### config.mk
export PLATFORM = sky130hd
export DESIGN_NAME = sc_ctrl_life_loss
export DESIGN_NICKNAME = d
export VERILOG_FILES = /design/src/rtl/sc_life_pkg.sv /design/src/rtl/sc_cc_tick_counter.sv /design/src/rtl/sc_ctrl_life_loss.sv
export SDC_FILE = /design/constraint.sdc
export NUM_CORES = 1
export LEC_CHECK = 0
export CORE_ASPECT_RATIO = 1.25
export CORE_UTILIZATION = 60
export CTS_CLUSTER_DIAMETER = 120
export DETAILED_ROUTE_END_ITERATION = 6
export HOLD_SLACK_MARGIN = 0.15
export PLACE_DENSITY_LB_ADDON = 0.08
export SETUP_SLACK_MARGIN = 0.2
export SLEW_MARGIN = 15
export SYNTH_ARGS = -nofsm -noshare
export SYNTH_HDL_FRONTEND = slang
export SYNTH_SLANG_ARGS = --single-unit
### constraint.sdc
create_clock -name CtrlLIFE_LOSS_CLOCK_50 -period 2.7 [get_ports CtrlLIFE_LOSS_CLOCK_50]
set_clock_uncertainty 0.2 [all_clocks]
set_input_delay 0.405 -clock CtrlLIFE_LOSS_CLOCK_50 [delete_from_list [all_inputs] [get_ports CtrlLIFE_LOSS_CLOCK_50]]
set_output_delay 0.405 -clock CtrlLIFE_LOSS_CLOCK_50 [all_outputs]
set_load 0.1 [all_outputs]
### src/rtl/sc_life_pkg.sv
// Shared definitions for the life-loss controller: state encodings and default timing.
package sc_life_pkg;

   localparam int ST_W = 3;

   typedef enum logic [ST_W-1:0] {
      ST_ARMED    = 3'b000,
      ST_PULSE    = 3'b001,
      ST_CHECK    = 3'b010,
      ST_INVULN   = 3'b011,
      ST_GAMEOVER = 3'b100
   } state_t;

   localparam int DEF_INVULN_TICKS = 25000000;
   localparam int DEF_BLINK_TICKS  = 3125000;
   localparam int DEF_CNT_WIDTH    = 25;

   // Bits needed to count 0 .. ticks-1, never less than one.
   function automatic int ticks_width(input int ticks);
      return (ticks <= 2) ? 1 : $clog2(ticks);
   endfunction

endpackage

### src/rtl/sc_cc_tick_counter.sv
// Up-counter with synchronous clear and enable; flags and wraps at TERMINAL.
module sc_cc_tick_counter #(
   parameter int WIDTH    = 4,
   parameter int TERMINAL = 7
) (
   input  logic i_clk_sys,
   input  logic i_rst_b,
   input  logic i_clr,
   input  logic i_en,
   output logic o_tc
);

   localparam logic [WIDTH-1:0] TC_VAL = WIDTH'(TERMINAL);

   logic [WIDTH-1:0] r_count;
   logic             w_tc;

   assign w_tc = (r_count == TC_VAL);
   assign o_tc = w_tc;

   always_ff @(posedge i_clk_sys or negedge i_rst_b) begin
      if (!i_rst_b) begin
         r_count <= '0;
      end else if (i_clr) begin
         r_count <= '0;
      end else if (i_en) begin
         r_count <= w_tc ? '0 : r_count + 1'b1;
      end
   end

endmodule

### src/rtl/sc_ctrl_life_loss.sv
// Life-loss controller: one subtract pulse per collision hit, invulnerability window
// with sprite blink, and game-over detection from the lives register.
//
//   state     | meaning
//   ARMED     | waiting for a collision falling edge
//   PULSE     | subtract-life strobe low for this one cycle
//   CHECK     | lives register updated; decide INVULN or GAMEOVER
//   INVULN    | invulnerability window, hits ignored, sprite blinks
//   GAMEOVER  | no lives left; wait for gameStart
module sc_ctrl_life_loss
   import sc_life_pkg::*;
#(
   parameter int INVULN_TICKS = DEF_INVULN_TICKS,
   parameter int BLINK_TICKS  = DEF_BLINK_TICKS,
   parameter int CNT_WIDTH    = DEF_CNT_WIDTH
) (
   input  logic            CtrlLIFE_LOSS_CLOCK_50,
   input  logic            CtrlLIFE_LOSS_RESET_InLow,
   input  logic            CtrlLIFE_LOSS_gameStart_InLow,
   input  logic            CtrlLIFE_LOSS_collision_InLow,
   input  logic            CtrlLIFE_LOSS_sinVidas_InLow,
   output logic            CtrlLIFE_LOSS_substractLife_OutLow,
   output logic            CtrlLIFE_LOSS_invulnerable_OutHigh,
   output logic            CtrlLIFE_LOSS_blink_OutHigh,
   output logic            CtrlLIFE_LOSS_gameOver_OutHigh,
   output logic [ST_W-1:0] CtrlLIFE_LOSS_state_OutBUS
);

   localparam int BLK_W = ticks_width(BLINK_TICKS);

   state_t r_state;
   state_t w_state_nxt;
   logic   r_col_prev;
   logic   r_blink_phase;
   logic   w_hit_edge;
   logic   w_start;
   logic   w_cnt_clr;
   logic   w_cnt_en;
   logic   w_inv_tc;
   logic   w_blk_tc;
   logic   w_sub_n;
   logic   w_invuln;
   logic   w_blink;
   logic   w_game_over;

   assign w_start    = ~CtrlLIFE_LOSS_gameStart_InLow;
   assign w_hit_edge = r_col_prev & ~CtrlLIFE_LOSS_collision_InLow;
   assign w_cnt_en   = (r_state == ST_INVULN);
   assign w_cnt_clr  = (r_state != ST_INVULN) | w_start;

   sc_cc_tick_counter #(
      .WIDTH    (CNT_WIDTH),
      .TERMINAL (INVULN_TICKS - 1)
   ) u_invuln_cnt (
      .i_clk_sys (CtrlLIFE_LOSS_CLOCK_50),
      .i_rst_b   (CtrlLIFE_LOSS_RESET_InLow),
      .i_clr     (w_cnt_clr),
      .i_en      (w_cnt_en),
      .o_tc      (w_inv_tc)
   );

   sc_cc_tick_counter #(
      .WIDTH    (BLK_W),
      .TERMINAL (BLINK_TICKS - 1)
   ) u_blink_cnt (
      .i_clk_sys (CtrlLIFE_LOSS_CLOCK_50),
      .i_rst_b   (CtrlLIFE_LOSS_RESET_InLow),
      .i_clr     (w_cnt_clr),
      .i_en      (w_cnt_en),
      .o_tc      (w_blk_tc)
   );

   always_ff @(posedge CtrlLIFE_LOSS_CLOCK_50 or negedge CtrlLIFE_LOSS_RESET_InLow) begin
      if (!CtrlLIFE_LOSS_RESET_InLow) begin
         r_state       <= ST_GAMEOVER;
         r_col_prev    <= 1'b1;
         r_blink_phase <= 1'b0;
      end else begin
         r_state    <= w_state_nxt;
         r_col_prev <= CtrlLIFE_LOSS_collision_InLow;
         // Phase 0 shows the sprite, so blink starts high on window entry.
         if (w_cnt_clr) begin
            r_blink_phase <= 1'b0;
         end else if (w_blk_tc) begin
            r_blink_phase <= ~r_blink_phase;
         end
      end
   end

   always_comb begin
      w_state_nxt = r_state;
      w_sub_n     = 1'b1;
      w_invuln    = 1'b0;
      w_blink     = 1'b0;
      w_game_over = 1'b0;

      unique case (r_state)
         ST_ARMED: begin
            // Check lives before accepting a hit so the register cannot wrap below zero.
            if (!CtrlLIFE_LOSS_sinVidas_InLow) begin
               w_state_nxt = ST_GAMEOVER;
            end else if (w_hit_edge) begin
               w_state_nxt = ST_PULSE;
            end
         end
         ST_PULSE: begin
            w_sub_n     = 1'b0;
            w_state_nxt = ST_CHECK;
         end
         ST_CHECK: begin
            w_state_nxt = CtrlLIFE_LOSS_sinVidas_InLow ? ST_INVULN : ST_GAMEOVER;
         end
         ST_INVULN: begin
            w_invuln = 1'b1;
            w_blink  = ~r_blink_phase;
            if (w_inv_tc) begin
               w_state_nxt = ST_ARMED;
            end
         end
         ST_GAMEOVER: begin
            w_game_over = 1'b1;
         end
         default: begin
            w_state_nxt = ST_GAMEOVER;
         end
      endcase

      if (w_start) begin
         w_state_nxt = ST_ARMED;
      end
   end

   assign CtrlLIFE_LOSS_substractLife_OutLow = w_sub_n;
   assign CtrlLIFE_LOSS_invulnerable_OutHigh = w_invuln;
   assign CtrlLIFE_LOSS_blink_OutHigh        = w_blink;
   assign CtrlLIFE_LOSS_gameOver_OutHigh     = w_game_over;
   assign CtrlLIFE_LOSS_state_OutBUS         = r_state;

endmodule
==> results.toml, run 1 <==
[status]
status = "finished clean"

[die]
io_pins = 12
rows = 26
fp.dieW_um = 62.0
die_h_um = 77.0
die-area_um2 = 4770
core_um2 = 4200
initial_core_util_pct = 64.3

[power]
power.leakage_nw = 1.15
powerDensity_nw_per_um2 = 473
ir_drop_uv = 316
p_total_w = 0.00142

[hold_path]
worstHoldEndpoint = "u_blink_cnt.r_count[0]"
min_from = "u_blink_cnt.r_count[0]"
hold_path.class = "flop to flop"
holdPathStages = 1

[worst_setup_path]
crit_fanout = 8
crit_type = "flop to flop"
worstPathRequired_ns = 2.68
endpoint_kind = "flop"
arrival_ns = 2.14
start_kind = "flop"
rr_worst_depth = 6
timing.rr.start = "u_blink_cnt.r_count[0]"
reg2reg_slack_ns = 0.54
r2r-end = "u_blink_cnt.r_count[14]"

[place]
dp.cells = 343
post_dp_cell_area_um2 = 2870
dpl.hpwl_um = 3770
gp_congestion = 0.836
port-buffer-count = 11

[cts]
cts_sinks = 52
clkTransAtPathRegs_ns = 0.10
cts_root_buffer = "clkbuf_8"
htreeDepth = 2
clock_path_buffers = 2
cts_resized = 0
tritoncts = "yes"
cts_hold_repair.buffers = 1
cts_buffers = 5
clock_latency_ns = 0.31
postCtsSetupRepairBufs = 0

[detailed_routing]
drc = 0
wirelength_um = 5120
route.vias.total = 2134
firstDrtPassIters = 5
viasPerCell = 6.06
met1_length_um = 2150
antenna_left = 0
avgRoutedWirePerCell_um = 14.5
wl_met3_um = 115
detail_route.iter0.violations = 90
top_layer_used = "met4"
wl_met2_um = 2720

[yosys]
syn-num-nets = 286
ys_ff_latch = 52
ys_async_sr_fraction_pct = 100
synth.cells.most_frequent = "dfrtp_1, nor2_1, a21oi_1"
synth_area_um2 = 2700
yosys-top-cells-area = "dfrtp_1, xor2_1, nor2_1"
yosysSeqAreaShare_pct = 48.3
syn-instance-count = 279
yosysTopAreaCell = "dfrtp_1"
synth.most_common_cell = "dfrtp_1"
avgSynthCellArea_um2 = 9.67
synth_cell_types = 41
ys.flop_type = "dfrtp_1"
synth_edf_count = 0
yosysWarnings = 0
yosysTopAreaCellShare_pct = 46.4

[global_routing]
globalRoute.totalOverflow = 0
antenna_found_initial = 0
grt_max_degree = 28
grt_util_all_layers_pct = 24.3
grt_pass1_wl_um = 8710
grt_pass1_vias = 2085

[sta]
timing.final.hold_violations = 0
slew_viol_final = 0
rsz0062_at_grt = "false"
min_period_ns = 2.16
fin_setup_tns_ns = 0
fmax_mhz = 464
setup_violations = 0
slew_headroom_pct = 61.5
post-route-period-util_pct = 79.8
worstMarginPinSlew_ns = 0.577

[layout]
synthToLayoutAreaGrowth_pct = 11.3
drive_gt1_share_pct = 13.9
final_nets = 302
design_area_um2 = 3000
antenna_cells = 0
layoutNonFillerInstCount = 352

[run]
drv_cap = 0
## worst max-delay path: stages (launching register included)
cell and delay (ns):
dfrtp_1 0.38, ha_1 0.26, and4_1 0.23, nand4_1 0.14
o21ai_1 0.50, buf_4 0.26, a21oi_1 0.05
## metrics by stage
stage	util, %	setup slack, ns	hold slack, ns
finish	71.6	0.544	0.265
global route	71.6	0.382	0.278
CTS	71.6	0.555	0.268
detailed placement	68.3	0.580	0.238
global placement	68.3	0.595	0.239
floorplan	-	0.0889	-0.0906
## sequential cells by signal, summed over array words and instances, names as in the netlist
register                    cells
CtrlLIFE_LOSS_state_OutBUS      3
u_blink_cnt.r_count            22
u_invuln_cnt.r_count           25
r_col_prev                      1
r_blink_phase                   1
## routing by layer
| metal | vias to the layer above | global-route usage (%) |
|---|---|---|
| li1 | 1056 | - |
| met1 | 1029 | 27.0 |
| met2 | 34 | 41.7 |
| met3 | 15 | 5.23 |
| met4 | 0 | 12.0 |
| met5 | - | 0 |
## area by class of cell
type	count	area (µm²)
Sequential cell	52	1310
Timing Repair Buffer	17	135
Tap cell	56	70.1
Fill cell	320	1190
Clock inverter	1	30.0
Multi-Input combinational cell	210	1330
Inverter	9	33.8
Clock buffer	7	96.3
## layout by cell type, fill, tap and decap left out, types with 3 or more instances in the layout
master / count
o31ai_1: 7
o21ai_0: 14
or4_1: 8
and4_1: 6
dfrtp_1: 48
nor2_1: 31
or3_1: 12
nor3_1: 5
buf_4: 12
clkdlybuf4s50_1: 3
nand4_2: 3
clkbuf_8: 7
inv_1: 9
nand2_1: 11
a21oi_1: 23
xnor2_1: 7
nand4_1: 15
and3_1: 7
and2_1: 5
nand3_1: 18
xor2_1: 15
## power by group
part           switching (W)  internal (W)
logic              0.0000444     0.0000160
registers         0.00000299      0.000782
clock network       0.000247      0.000327
## worst max-delay path by stage
stage                                  start                     endpoint  cells past startpoint
2_1_floorplan  CtrlLIFE_LOSS_state_OutBUS[0]  CtrlLIFE_LOSS_blink_OutHigh                      2
3_3_place_gp          u_blink_cnt.r_count[0]      u_blink_cnt.r_count[14]                      6
3_5_place_dp         u_invuln_cnt.r_count[0]     u_invuln_cnt.r_count[24]                      5
4_1_cts              u_invuln_cnt.r_count[0]     u_invuln_cnt.r_count[24]                      5
5_1_grt              u_invuln_cnt.r_count[0]     u_invuln_cnt.r_count[24]                      5
6_report              u_blink_cnt.r_count[0]      u_blink_cnt.r_count[14]                      6
## cell families (layout without fill, tap and decap cells)
family	count (synthesis)	in the layout	synth area share [%]
simple gates	135	135	29.0
xor+xnor	22	22	7.14
flops	52	52	48.3
compound gates	51	51	11.6
fa+ha+maj	2	2	0.927
buf+inv	17	34	3.06
No activity file was read; power rests on OpenSTA's default activity.
==> run 2: changes to the inputs <==
==> constraint.sdc (replaced) <==
create_clock -name CtrlLIFE_LOSS_CLOCK_50 -period 2.1 [get_ports CtrlLIFE_LOSS_CLOCK_50]
set_clock_uncertainty 0.2 [all_clocks]
set_input_delay 0.315 -clock CtrlLIFE_LOSS_CLOCK_50 [delete_from_list [all_inputs] [get_ports CtrlLIFE_LOSS_CLOCK_50]]
set_output_delay 0.315 -clock CtrlLIFE_LOSS_CLOCK_50 [all_outputs]
set_load 0.1 [all_outputs]
==> run 2 against run 1 <==
Critical path depth unchanged. Combinational power increased by 67%. Clock-buffer cell count unchanged. Sequential share of layout area decreased by 5.2 points. Global-route usage increased by 4.4 points. Fmax increased by 7.7%. Hold slack improved by 0.00055 ns. Sequential power increased by 29%. First-iteration DRC count increased by 72%. Non-clock buffer count increased by 32. Register-to-register slack got worse by 0.45 ns. Power increased by 20%. Critical path type unchanged. Largest power group unchanged.
==> results.toml, run 2 (synthesis gave the netlist of run 1 again) <==
[status]
status = "finished clean"

[power]
ir_drop_uv = 398
power.leakage_nw = 1.34
p_total_w = 0.00170
powerDensity_nw_per_um2 = 493

[die]
io_pins = 12
rows = 26
core_um2 = 4200
fp.dieW_um = 62.0
die-area_um2 = 4770
die_h_um = 77.0
initial_core_util_pct = 64.3

[detailed_routing]
wirelength_um = 6520
viasPerCell = 6.12
firstDrtPassIters = 4
route.vias.total = 2351
antenna_left = 0
drc = 0
detail_route.iter0.violations = 155
avgRoutedWirePerCell_um = 17.0

[place]
gp_congestion = 0.794
dpl.hpwl_um = 3980
port-buffer-count = 11

[sta]
slew_viol_final = 0
timing.final.hold_violations = 0
worstMarginPinSlew_ns = 0.559
setup_violations = 0
slew_headroom_pct = 62.7
min_period_ns = 2.00
rsz0062_at_grt = "true"
post-route-period-util_pct = 95.4
timing.hold.ws_ns = 0.265
fmax_mhz = 499

[layout]
synthToLayoutAreaGrowth_pct = 28.0
antenna_cells = 0
top_register = "u_invuln_cnt.r_count"
drive_gt1_share_pct = 29.0
largest_reg_flops = 25
final_nets = 334
mostFrequentLayoutCell = "dfrtp_1"
final_cell_mix = "dfrtp_1, buf_4, nor2_1"
final_core_util_pct = 82.3

[global_routing]
grt_pass1_wl_um = 10100
grt_max_degree = 30
grt_util_all_layers_pct = 28.7
antenna_found_initial = 0
grt_pass1_vias = 2288
globalRoute.totalOverflow = 0

[worst_setup_path]
crit_fanout = 6
crit_top_cell = "buf_6"
cp.buffers_inverters = 2
arrival_ns = 1.99
endpoint_kind = "flop"
start_kind = "flop"
worstPathRequired_ns = 2.09
crit_path_end = "CtrlLIFE_LOSS_state_OutBUS[0]"
timing.rr.start = "u_invuln_cnt.r_count[9]"
crit_type = "flop to flop"
slowest_stage = "dfrtp_1"
crit_family = "simple AND/OR/NAND/NOR gates"
cp.depth = 6
rr_worst_depth = 6
cp_slowest_stage_delay_ns = 0.46
cp-startpoint = "u_invuln_cnt.r_count[9]"
crit_chain = "nor4b_1 > nand3_1 > o31ai_4 > buf_6 > buf_6 > o41ai_2"
r2r-end = "CtrlLIFE_LOSS_state_OutBUS[0]"
reg2reg_slack_ns = 0.1

[cts]
htreeDepth = 2
clock_path_buffers = 2
cts_root_buffer = "clkbuf_8"
clock_latency_ns = 0.31
cts_sinks = 52
cts_buffers = 5
tritoncts = "yes"
clkTransAtPathRegs_ns = 0.09

[run]
drv_cap = 0

[hold_path]
hold_path.class = "flop to flop"
run 2: layer usage:
layer  up-vias  routed length (µm)  track usage, %
li1       1115                   -               -
met1      1155                2630            33.2
met2        60                3520            48.7
met3        21                 175            4.89
met4         0                 199            14.4
met5         -                   0               0
run 2: what timing repair did:
| item | 4_1_cts | 5_1_grt |
|---|---|---|
| cloned | 2 | 0 |
| pin swaps | 3 | 11 |
| gates resized for setup | 12 | 26 |
| setup endpoints to repair | 24 | 53 |
| setup buffers | 14 | 6 |
| hold buffers | 1 | 0 |
| hold endpoints to repair | 23 | 0 |
run 2: cell type report:
cell class	count	area, µm²
Clock buffer	7	86.3
Clock inverter	1	7.51
Fill cell	241	741
Inverter	9	33.8
Multi-Input combinational cell	210	1420
Sequential cell	52	1320
Tap cell	56	70.1
Timing Repair Buffer	49	518
run 2: where the power goes:
group / internal [W] / switching (W) / total [W]
Sequential: 0.00101 / 0.00000272 / 0.00101
Combinational: 0.0000369 / 0.0000646 / 0.000101
Clock: 0.000268 / 0.000324 / 0.000592
run 2: worst register-to-register path: stages, from the launching register on:
cell     delay [ns]
dfrtp_1        0.46
nor4b_1        0.33
nand3_1        0.22
o31ai_4        0.31
buf_6          0.16
buf_6          0.14
o41ai_2        0.07
run 2: worst min-delay path by stage:
stage	end	startpoint	cells past startpoint
3_5_place_dp	u_blink_cnt.r_count[10]	CtrlLIFE_LOSS_RESET_InLow	1
4_1_cts	r_col_prev	CtrlLIFE_LOSS_collision_InLow	1
2_1_floorplan	r_blink_phase	CtrlLIFE_LOSS_RESET_InLow	0
5_1_grt	r_col_prev	CtrlLIFE_LOSS_collision_InLow	1
6_report	u_blink_cnt.r_count[0]	u_blink_cnt.r_count[0]	1
3_3_place_gp	u_blink_cnt.r_count[9]	CtrlLIFE_LOSS_RESET_InLow	1
run 2: through the flow:
step                      std cells  worst slack, ns  instance area, µm²  setup TNS [ns]
final                           384           0.0976                3460               0
after floorplan                 279           -0.149                2750          -0.504
after global routing            384           0.0171                3460               0
after global placement          353            0.179                3080               0
after CTS                       378            0.118                3340               0
after detailed placement        353            0.121                3080               0
==> run 3: changes to the inputs <==
--- a/config.mk
+++ b/config.mk
@@ -11,6 +11,7 @@
 export DETAILED_ROUTE_END_ITERATION = 6
 export HOLD_SLACK_MARGIN = 0.15
 export PLACE_DENSITY_LB_ADDON = 0.08
+export RECOVER_POWER = 100
 export SETUP_SLACK_MARGIN = 0.2
 export SLEW_MARGIN = 15
 export SYNTH_ARGS = -nofsm -noshare
==> run 3 against run 2 <==
Power is 0.79% lower. Routed wire length is 0.71% lower. Flip-flop and latch count stayed put. Clock power about the same. Die area unchanged. Non-clock buffer count did not move. Via count fell by 1.8%. Sequential power hardly changed. Register-to-register slack worse by 0.03 ns. Critical path type unchanged. Critical path depth stayed put.
==> results.toml, run 3 (synthesis gave the netlist of run 1 again) <==
[worst_setup_path]
reg2reg_slack_ns = 0.07
cp_slowest_stage_delay_ns = 0.47
crit_family = "simple AND/OR/NAND/NOR gates"
crit_fanout = 5
start_kind = "flop"
worstPathRequired_ns = 2.10
arrival_ns = 2.03
cp.buffers_inverters = 2
crit_chain = "nor4b_1 > nand3_1 > o31ai_4 > clkbuf_1 > buf_6 > nor2_1"
crit_type = "flop to flop"
slowest_stage = "dfrtp_1"
endpoint_kind = "flop"

[power]
ir_drop_uv = 397
powerDensity_nw_per_um2 = 506
power.leakage_nw = 1.30

[layout]
fill_cells = 267
largest_reg_flops = 25
drive_gt1_share_pct = 27.1
final_nets = 334
antenna_cells = 0
top_register = "u_invuln_cnt.r_count"
design_area_um2 = 3340
synthToLayoutAreaGrowth_pct = 23.7
mostFrequentLayoutCell = "dfrtp_1"
final_cell_mix = "dfrtp_1, buf_4, nor2_1"
layoutNonFillerInstCount = 384

[run]
drv_cap = 0

[detailed_routing]
avgRoutedWirePerCell_um = 16.9
drc = 0
wirelength_um = 6480
firstDrtPassIters = 4
antenna_left = 0
route.vias.total = 2308
viasPerCell = 6.01
detail_route.iter0.violations = 177

[sta]
worstMarginPinSlew_ns = 0.622
slew_viol_final = 0
rsz0062_at_grt = "true"
slew_headroom_pct = 58.5
setup_violations = 0
post-route-period-util_pct = 96.5
timing.final.hold_violations = 0
fin_setup_tns_ns = 0
fmax_mhz = 493
min_period_ns = 2.03

[die]
die_h_um = 77.0
initial_core_util_pct = 64.3
io_pins = 12
rows = 26
die-area_um2 = 4770
fp.dieW_um = 62.0
core_um2 = 4200

[cts]
cts_sinks = 52
cts_root_buffer = "clkbuf_8"
cts_buffers = 5
htreeDepth = 2
tritoncts = "yes"
clock_latency_ns = 0.31
clock_path_buffers = 2
clkTransAtPathRegs_ns = 0.10

[place]
dp.cells = 353
post_dp_cell_area_um2 = 3080
port-buffer-count = 11
dpl.hpwl_um = 3980
gp_congestion = 0.794

[hold_path]
hold_path.class = "flop to flop"

[global_routing]
grt_max_degree = 30
antenna_found_initial = 0
grt_util_all_layers_pct = 28.7
grt_pass1_wl_um = 10100
grt_pass1_vias = 2288
globalRoute.totalOverflow = 0

[status]
status = "finished clean"
run 3: final timing paths:
check / depth (start not counted) / endpoint / startpoint
setup reg to reg: 6 / u_invuln_cnt.r_count[9] / u_invuln_cnt.r_count[9]
hold / removal: 1 / u_blink_cnt.r_count[0] / u_blink_cnt.r_count[0]
setup / recovery: 6 / u_invuln_cnt.r_count[9] / u_invuln_cnt.r_count[9]
hold reg to reg: 1 / u_blink_cnt.r_count[0] / u_blink_cnt.r_count[0]
min in group asynchronous: 2 / u_blink_cnt.r_count[10] / CtrlLIFE_LOSS_RESET_InLow
max in group asynchronous: 3 / u_blink_cnt.r_count[12] / CtrlLIFE_LOSS_RESET_InLow
run 3: cell type report:
class / instances / area [µm²] / area share, %
Sequential cell: 52 / 1320 / 39.6
Tap cell: 56 / 70.1 / 2.10
Multi-Input combinational cell: 210 / 1410 / 42.2
Inverter: 9 / 33.8 / 1.01
Timing Repair Buffer: 49 / 412 / 12.3
Clock buffer: 7 / 86.3 / 2.59
Clock inverter: 1 / 7.51 / 0.225
run 3: layer usage:
layer  track usage [%]  share of wire (%)  up-vias
met5                 0                  0        -
met4              14.4                3.1        0
met3              4.89                2.1       19
met2              48.7                 54       40
met1              33.2                 40     1132
li1                  -                  -     1117
run 3: through the flow:
step | util [%] | worst slack (ns) | total power [W] | hold slack [ns]
4_1_cts | 79.5 | 0.118 | 0.00172 | 0.248
6_report | 79.5 | 0.0725 | 0.00169 | 0.260
3_3_place_gp | 73.3 | 0.179 | 0.00112 | 0.124
5_1_grt | 79.5 | -0.00319 | 0.00173 | 0.299
3_5_place_dp | 73.3 | 0.121 | 0.00112 | 0.129
2_1_floorplan | - | -0.149 | 0.00107 | -0.181
run 3: report_power, final:
group,switching [W],internal [W]
clock,0.000325,0.000268
sequential,0.00000279,0.00101
combinational,0.0000622,0.0000247
run 3: what timing repair did:
action / in CTS / in global routing
buffers inserted: 14 / 6
endpoints found under the setup margin: 24 / 53
endpoints found under the hold margin: 23 / 0
hold buffers: 1 / 0
gates resized for setup: 12 / 26
pin swaps: 3 / 11
gates cloned: 2 / 0
run 3: worst register-to-register path: cells and delay by family (launching register included):
family,cells,cell delay (ns)
simple gates,3,0.62
flops,1,0.47
buf+inv,2,0.34
compound gates,1,0.30
